[config.mk]
export PLATFORM = sky130hd
export DESIGN_NAME = tea_rx_loader
export DESIGN_NICKNAME = d
export VERILOG_FILES = /design/src/rtl/tea_rx_loader.sv
export SDC_FILE = /design/constraint.sdc
export NUM_CORES = 1
export LEC_CHECK = 0
export CORE_MARGIN = 2
export CORE_UTILIZATION = 45
export CTS_BUF_LIST = sky130_fd_sc_hd__clkbuf_4
export DETAILED_ROUTE_END_ITERATION = 12
export DONT_BUFFER_PORTS = 1
export HOLD_SLACK_MARGIN = 0.02
export PLACE_DENSITY = 0.72
export SLEW_MARGIN = 20
export SYNTH_ARGS = -nofsm -noshare
export SYNTH_HDL_FRONTEND = slang
export SYNTH_SLANG_ARGS = --single-unit
[constraint.sdc]
create_clock -name i_clk -period 5 [get_ports i_clk]
set_input_delay 1.5 -clock i_clk [delete_from_list [all_inputs] [get_ports i_clk]]
set_output_delay 1.5 -clock i_clk [all_outputs]
set_load 0.1 [all_outputs]
[src/rtl/tea_rx_loader.sv]
// UART 8N1 receiver that assembles bytes into a 64-bit TEA data block or a 128-bit key.
// The block is delivered via valid/ready and the key via a one-cycle load strobe.
module tea_rx_loader #(
    parameter int unsigned CLKS_PER_BIT = 104,
    parameter int unsigned BLOCK_BYTES  = 8,
    parameter int unsigned KEY_BYTES    = 16
) (
    input  logic         i_clk,
    input  logic         i_rst_n,
    input  logic         i_rx,
    input  logic         i_key_update,
    output logic [63:0]  o_block,
    output logic         o_block_valid,
    input  logic         i_block_ready,
    output logic [127:0] o_key,
    output logic         o_key_load,
    output logic         o_frame_err,
    output logic         o_overrun,
    output logic         o_busy
);

    localparam int unsigned HALF = CLKS_PER_BIT / 2;
    localparam int unsigned TW   = $clog2(CLKS_PER_BIT);

    typedef enum logic [1:0] {StIdle, StStart, StData, StStop} state_t;

    state_t          r_state;
    logic            r_rx_meta;
    logic            r_rx_s;
    logic            r_armed;
    logic [TW-1:0]   r_timer;
    logic [2:0]      r_bit_cnt;
    logic [7:0]      r_rx_byte;
    logic            r_byte_done;
    logic            r_frame_err;

    logic [4:0]      r_cnt;
    logic            r_tgt;
    logic [119:0]    r_sr;
    logic [63:0]     r_block;
    logic            r_block_valid;
    logic [127:0]    r_key;
    logic            r_key_load;
    logic            r_overrun;

    logic            w_tgt;
    logic [4:0]      w_base;
    logic [4:0]      w_cnt_inc;
    logic [127:0]    w_sr_next;
    logic            w_drop;

    always_ff @(posedge i_clk or negedge i_rst_n) begin
        if (!i_rst_n) begin
            r_rx_meta <= 1'b1;
            r_rx_s    <= 1'b1;
        end else begin
            r_rx_meta <= i_rx;
            r_rx_s    <= r_rx_meta;
        end
    end

    // r_armed blocks a new start until the line has been seen high after a frame error.
    always_ff @(posedge i_clk or negedge i_rst_n) begin
        if (!i_rst_n) begin
            r_state     <= StIdle;
            r_armed     <= 1'b1;
            r_timer     <= '0;
            r_bit_cnt   <= '0;
            r_rx_byte   <= '0;
            r_byte_done <= 1'b0;
            r_frame_err <= 1'b0;
        end else begin
            r_byte_done <= 1'b0;
            r_frame_err <= 1'b0;
            case (r_state)
                StIdle: begin
                    r_timer <= '0;
                    if (r_rx_s) begin
                        r_armed <= 1'b1;
                    end else if (r_armed) begin
                        r_state <= StStart;
                    end
                end
                StStart: begin
                    if (r_timer == TW'(HALF - 1)) begin
                        r_timer   <= '0;
                        r_bit_cnt <= '0;
                        r_state   <= r_rx_s ? StIdle : StData;
                    end else begin
                        r_timer <= r_timer + 1'b1;
                    end
                end
                StData: begin
                    if (r_timer == TW'(CLKS_PER_BIT - 1)) begin
                        r_timer   <= '0;
                        r_rx_byte <= {r_rx_s, r_rx_byte[7:1]};
                        r_bit_cnt <= r_bit_cnt + 1'b1;
                        if (r_bit_cnt == 3'd7) begin
                            r_state <= StStop;
                        end
                    end else begin
                        r_timer <= r_timer + 1'b1;
                    end
                end
                StStop: begin
                    if (r_timer == TW'(CLKS_PER_BIT - 1)) begin
                        r_timer <= '0;
                        r_state <= StIdle;
                        if (r_rx_s) begin
                            r_byte_done <= 1'b1;
                        end else begin
                            r_frame_err <= 1'b1;
                            r_armed     <= 1'b0;
                        end
                    end else begin
                        r_timer <= r_timer + 1'b1;
                    end
                end
                default: r_state <= StIdle;
            endcase
        end
    end

    // A block accepted on this edge frees the output register for a new completion.
    always_comb begin
        w_tgt     = i_key_update;
        w_base    = (w_tgt != r_tgt) ? 5'd0 : r_cnt;
        w_cnt_inc = w_base + 5'd1;
        w_sr_next = {r_sr, r_rx_byte};
        w_drop    = !w_tgt && r_block_valid && !i_block_ready;
    end

    always_ff @(posedge i_clk or negedge i_rst_n) begin
        if (!i_rst_n) begin
            r_cnt         <= '0;
            r_tgt         <= 1'b0;
            r_sr          <= '0;
            r_block       <= '0;
            r_block_valid <= 1'b0;
            r_key         <= '0;
            r_key_load    <= 1'b0;
            r_overrun     <= 1'b0;
        end else begin
            r_key_load <= 1'b0;
            if (r_block_valid && i_block_ready) begin
                r_block_valid <= 1'b0;
            end
            if (r_byte_done) begin
                if (w_drop) begin
                    r_overrun <= 1'b1;
                end else begin
                    r_sr  <= w_sr_next[119:0];
                    r_tgt <= w_tgt;
                    if (!w_tgt && (w_cnt_inc == 5'(BLOCK_BYTES))) begin
                        r_cnt         <= '0;
                        r_block       <= w_sr_next[63:0];
                        r_block_valid <= 1'b1;
                    end else if (w_tgt && (w_cnt_inc == 5'(KEY_BYTES))) begin
                        r_cnt      <= '0;
                        r_key      <= w_sr_next;
                        r_key_load <= 1'b1;
                    end else begin
                        r_cnt <= w_cnt_inc;
                    end
                end
            end
        end
    end

    assign o_block       = r_block;
    assign o_block_valid = r_block_valid;
    assign o_key         = r_key;
    assign o_key_load    = r_key_load;
    assign o_frame_err   = r_frame_err;
    assign o_overrun     = r_overrun;
    assign o_busy        = (r_state != StIdle) || (r_cnt != 5'd0) || r_byte_done;

endmodule
==> results.md <==
Outcome:
- The run finished with clean final reports.

Power and ir drop:
- The internal power is 4.071 mW.
- Of the total power, combinational logic draws 1.4%.
- The maximum VDD drop is 0.1856 mV.
- Summed over all cells, the static leakage comes to 7.799 nW.
- The part of the total power dissipated in the clock network is 44.3%.
- Of the total power, registers draw 54.3%.
- The total power density per cell area is 358.7 nW/um^2.
- The net switching power is 1.139 mW.
- The switching share of power is 21.86%.

Logic synthesis:
- The average footprint of a synthesized cell is 12.38 um^2.
- After synthesis the cells add up to 13210 um^2.
- The count of state elements after synthesis is 346.
- Counting every instance in the synthesized netlist gives 1067.
- In the synthesized netlist the dominant register cell turns out to be dfrtp_1.
- Of all flip-flops after synthesis, the portion carrying an async set or reset was 100.0%.
- Of all cell types, the one taking the most synthesized area is dfrtp_1.
- The commonest cells after synthesis are 375 x nand2_1, 343 x dfrtp_1, 189 x mux2_2.
- The number of different library cells used by synthesis comes to 41.
- The top-area cell type share of the netlist area is 64.99%.
- By area the synthesized netlist is led by dfrtp_1 65%, mux2_2 16%, nand2_1 11%.
- Of the synthesized area, sequential elements account for 65.58%.
- Yosys mapped a number of flops with a built-in enable equal to 0.
- When the netlist entered floorplanning its net count stood at 1075.
- During synthesis, Yosys emitted a total of 0 warnings.
- The most common cell in the synthesized netlist is nand2_1.

Timing:
- Across all setup checks in the final design, the least slack found is 1.372 ns.
- The worst relative slew slack is 30.66%.
- The final total negative setup slack is 0 ns.
- The worst slack on hold paths is 0.3627 ns.
- The total count of hold-check failures in the final report is 0.
- The number of setup violations in the final report is 0.
- The slew at the pin with the worst max-slew slack is 1.040 ns.
- The final worst-path cycle share is 72.55%.
- The number of max-slew violations in the final report is 0.
- The fmax is 275.7 MHz.
- Setup repair after global routing left no endpoint under its margin.
- Subtracting the final worst setup slack from the clock period gives 3.628 ns.
- The post-route clock skew is 0.03896 ns.

Placement:
- Routability-driven placement finished with a final weighted congestion of 0.7869.
- Port buffering added 0 buffers.
- The placed wire-length estimate is 16.24 mm.
- Timing analysis after detailed placement gives a worst setup slack of 1.141 ns.

Final layout:
- Cells with a size suffix above 1 make up 29.23% of the layout.
- The net count of the finished layout is 1117.
- Compared with the post-synthesis result, the final layout area differs by 10.00%.
- The number of filler cells placed in the layout is 2533.

Global route:
- The initial antenna violation count is 1.
- The remaining global-route overflow is 0.
- Entering global routing, the biggest net connects 347 pins.
- The number of global-route vias before repair is 8385.
- Across every metal layer, demand over resource in global routing totals 17.74%.
- The first global-routing pass estimated 43.97 mm of wire.

Hold path:
- The startpoint identified for the worst hold timing path is r_rx_meta$_DFF_PN1_.
- The type of the tightest min-delay check is register to register.

Detailed routing:
- The initial detailed-routing violation count is 481.
- In this run the remaining antenna-violating nets after routing total 0.
- The via count of the routed design is 7925.
- Wires add up to 26.86 mm.
- The detailed-routing iteration count for the pre-antenna-repair pass is 4.
- In the routed design, unresolved DRC markers number 0.
- The routed wire length per instance is 17.35 um.
- The via density per instance is 5.120.

Critical path:
- At the worst endpoint, the required time is 3.50 ns.
- The critical path goes through nor4_1, nand2_1.
- The worst setup path is captured at an output port.
- STA classifies the critical path startpoint as a register.
- The signal arrival time at the worst endpoint is 2.13 ns.
- The startpoint of the most critical register-to-register path is o_block_valid$_DFF_PN0_.
- Along the worst path, the maximum fanout reaches 13.
- The master of the slowest instance on the critical path is nand2_1.
- The critical path is of the register to output port type.
- The largest single stage delay on the critical path is 0.62 ns.

Clocking:
- TritonCTS built the clock tree.
- The number of instances resized during post-cts repair is 0.
- The post-CTS repair timing setup buffer count is 0.
- Counting the buffers created by CTS gives 88.
- The root buffer cell is clkbuf_4.
- The clock transition at the register clock pins on the worst setup and hold paths after CTS is 0.07 ns.
- The maximum root-to-sink buffer count is 3.
- The count of clock tree sinks is 346.
- The H-tree generated during clock tree synthesis spans 3 levels.
- The insertion delay of the later-clocked pin in the worst-skew pair is 0.66 ns.
- The quantity of hold-fixing buffers added after cts is 0.

Die:
- The starting utilization of the core area is 45.89%.
- The core region is 28780 um^2.
- The die is 175.3 um wide.
- The die height is 175.3 um.
- The initialized floorplan defines 62 standard-cell rows.
- For this design the top-level I/O count stands at 202.
- The die covers 30740 um^2.

Job:
- Across the run, the number of max-cap violations was 0.
## layout by cell type, fill, tap and decap left out, types with 4 or more instances in the layout
cell type  netlist  final
a21oi_1         10     10
mux2_2         189    189
clkbuf_4         0    124
buf_4           12      4
o21ai_0          7      7
inv_1            5      5
nand4_1          4      4
nand3_1          7      7
clkinv_1         0     11
nor2_1          17     17
nand2_1        375    374
and2_1           6      5
dfrtp_1        343    343
mux2_1          12     12
## cell type report
| class | count | area [um^2] | share of cell area, % |
|---|---|---|---|
| Multi-Input combinational cell | 663 | 4238 | 29.17 |
| Sequential cell | 346 | 8662 | 59.62 |
| Inverter | 5 | 18.77 | 0.1292 |
| Timing Repair Buffer | 5 | 50.05 | 0.3445 |
| Antenna cell | 1 | 2.502 | 0.01722 |
| Tap cell | 384 | 480.5 | 3.307 |
| Clock inverter | 20 | 146.4 | 1.008 |
| Clock buffer | 124 | 930.9 | 6.407 |
## kinds of logic (layout without fill, tap and decap cells)
family / after synthesis / count (layout) / synth area share, %
and+or+nand+nor: 426 / 426 / 12.91
DFF: 346 / 346 / 65.58
muxes: 202 / 202 / 17.21
buffers and inverters: 58 / 154 / 2.454
AOI/OAI and AO/OA: 28 / 28 / 1.288
xor gates and xnor gates: 4 / 4 / 0.2653
adders and majority gates: 3 / 3 / 0.2842
other: 0 / 1 / 0
## critical path: cells and delay by family, from the launching register on
kind | cells | cell delay [ns]
flops | 1 | 0.52
simple gates | 2 | 0.94
## power by group through the flow
stage | logic, mW | registers (mW) | clock network, mW
after detailed placement | 0.0742 | 2.88 | 0
after global routing | 0.0813 | 2.83 | 2.55
after floorplan | 0.0648 | 2.88 | 0
after global placement | 0.0724 | 2.88 | 0
after CTS | 0.0751 | 2.83 | 2.40
final | 0.0736 | 2.83 | 2.31
## routing by layer
layer | routed length (um) | vias up | global-route usage (%) | share of wire [%]
met5 | 0 | - | 0 | 0
met4 | 371 | 0 | 5.556 | 1.4
met3 | 2844 | 33 | 8.701 | 11
met2 | 12410 | 262 | 27.58 | 46
met1 | 11240 | 3981 | 21.82 | 42
li1 | - | 3649 | - | -
## flip-flops by register name, indices dropped and copies added (netlist names), named ones only
register and count:
o_block 64, o_frame_err 1, o_key_load 1, o_overrun 1, r_armed 1, o_block_valid 1
r_tgt 1, r_state 1, r_rx_byte 8, o_key 128, r_rx_s 1, r_bit_cnt 3
r_sr 120, r_timer 7, r_cnt 5, r_byte_done 1, r_rx_meta 1
## final timing paths
kind | end | slack (ns) | depth (start not counted)
min in group asynchronous | o_key[120]$_DFFE_PN0P_ | 0.54 | 0
setup / recovery | o_busy | 1.37 | 2
setup reg to reg | o_block[55]$_DFFE_PN0P_ | 1.66 | 4
hold / removal | r_rx_s$_DFF_PN1_ | 0.36 | 0
max in group asynchronous | r_timer[5]$_DFF_PN0_ | 3.66 | 0
hold reg to reg | r_rx_s$_DFF_PN1_ | 0.36 | 0
## stage by stage
step | utilization, % | cell area (um^2) | cells | power, mW
finish | 50.48 | 14530 | 1548 | 5.211
detailed placement | 46.73 | 13450 | 1403 | 2.953
global route | 50.48 | 14530 | 1548 | 5.463
CTS | 50.47 | 14530 | 1547 | 5.307
global placement | 46.73 | 13450 | 1403 | 2.951
floorplan | - | 13210 | 1067 | 2.941
Power figures use the tool's default switching activity.
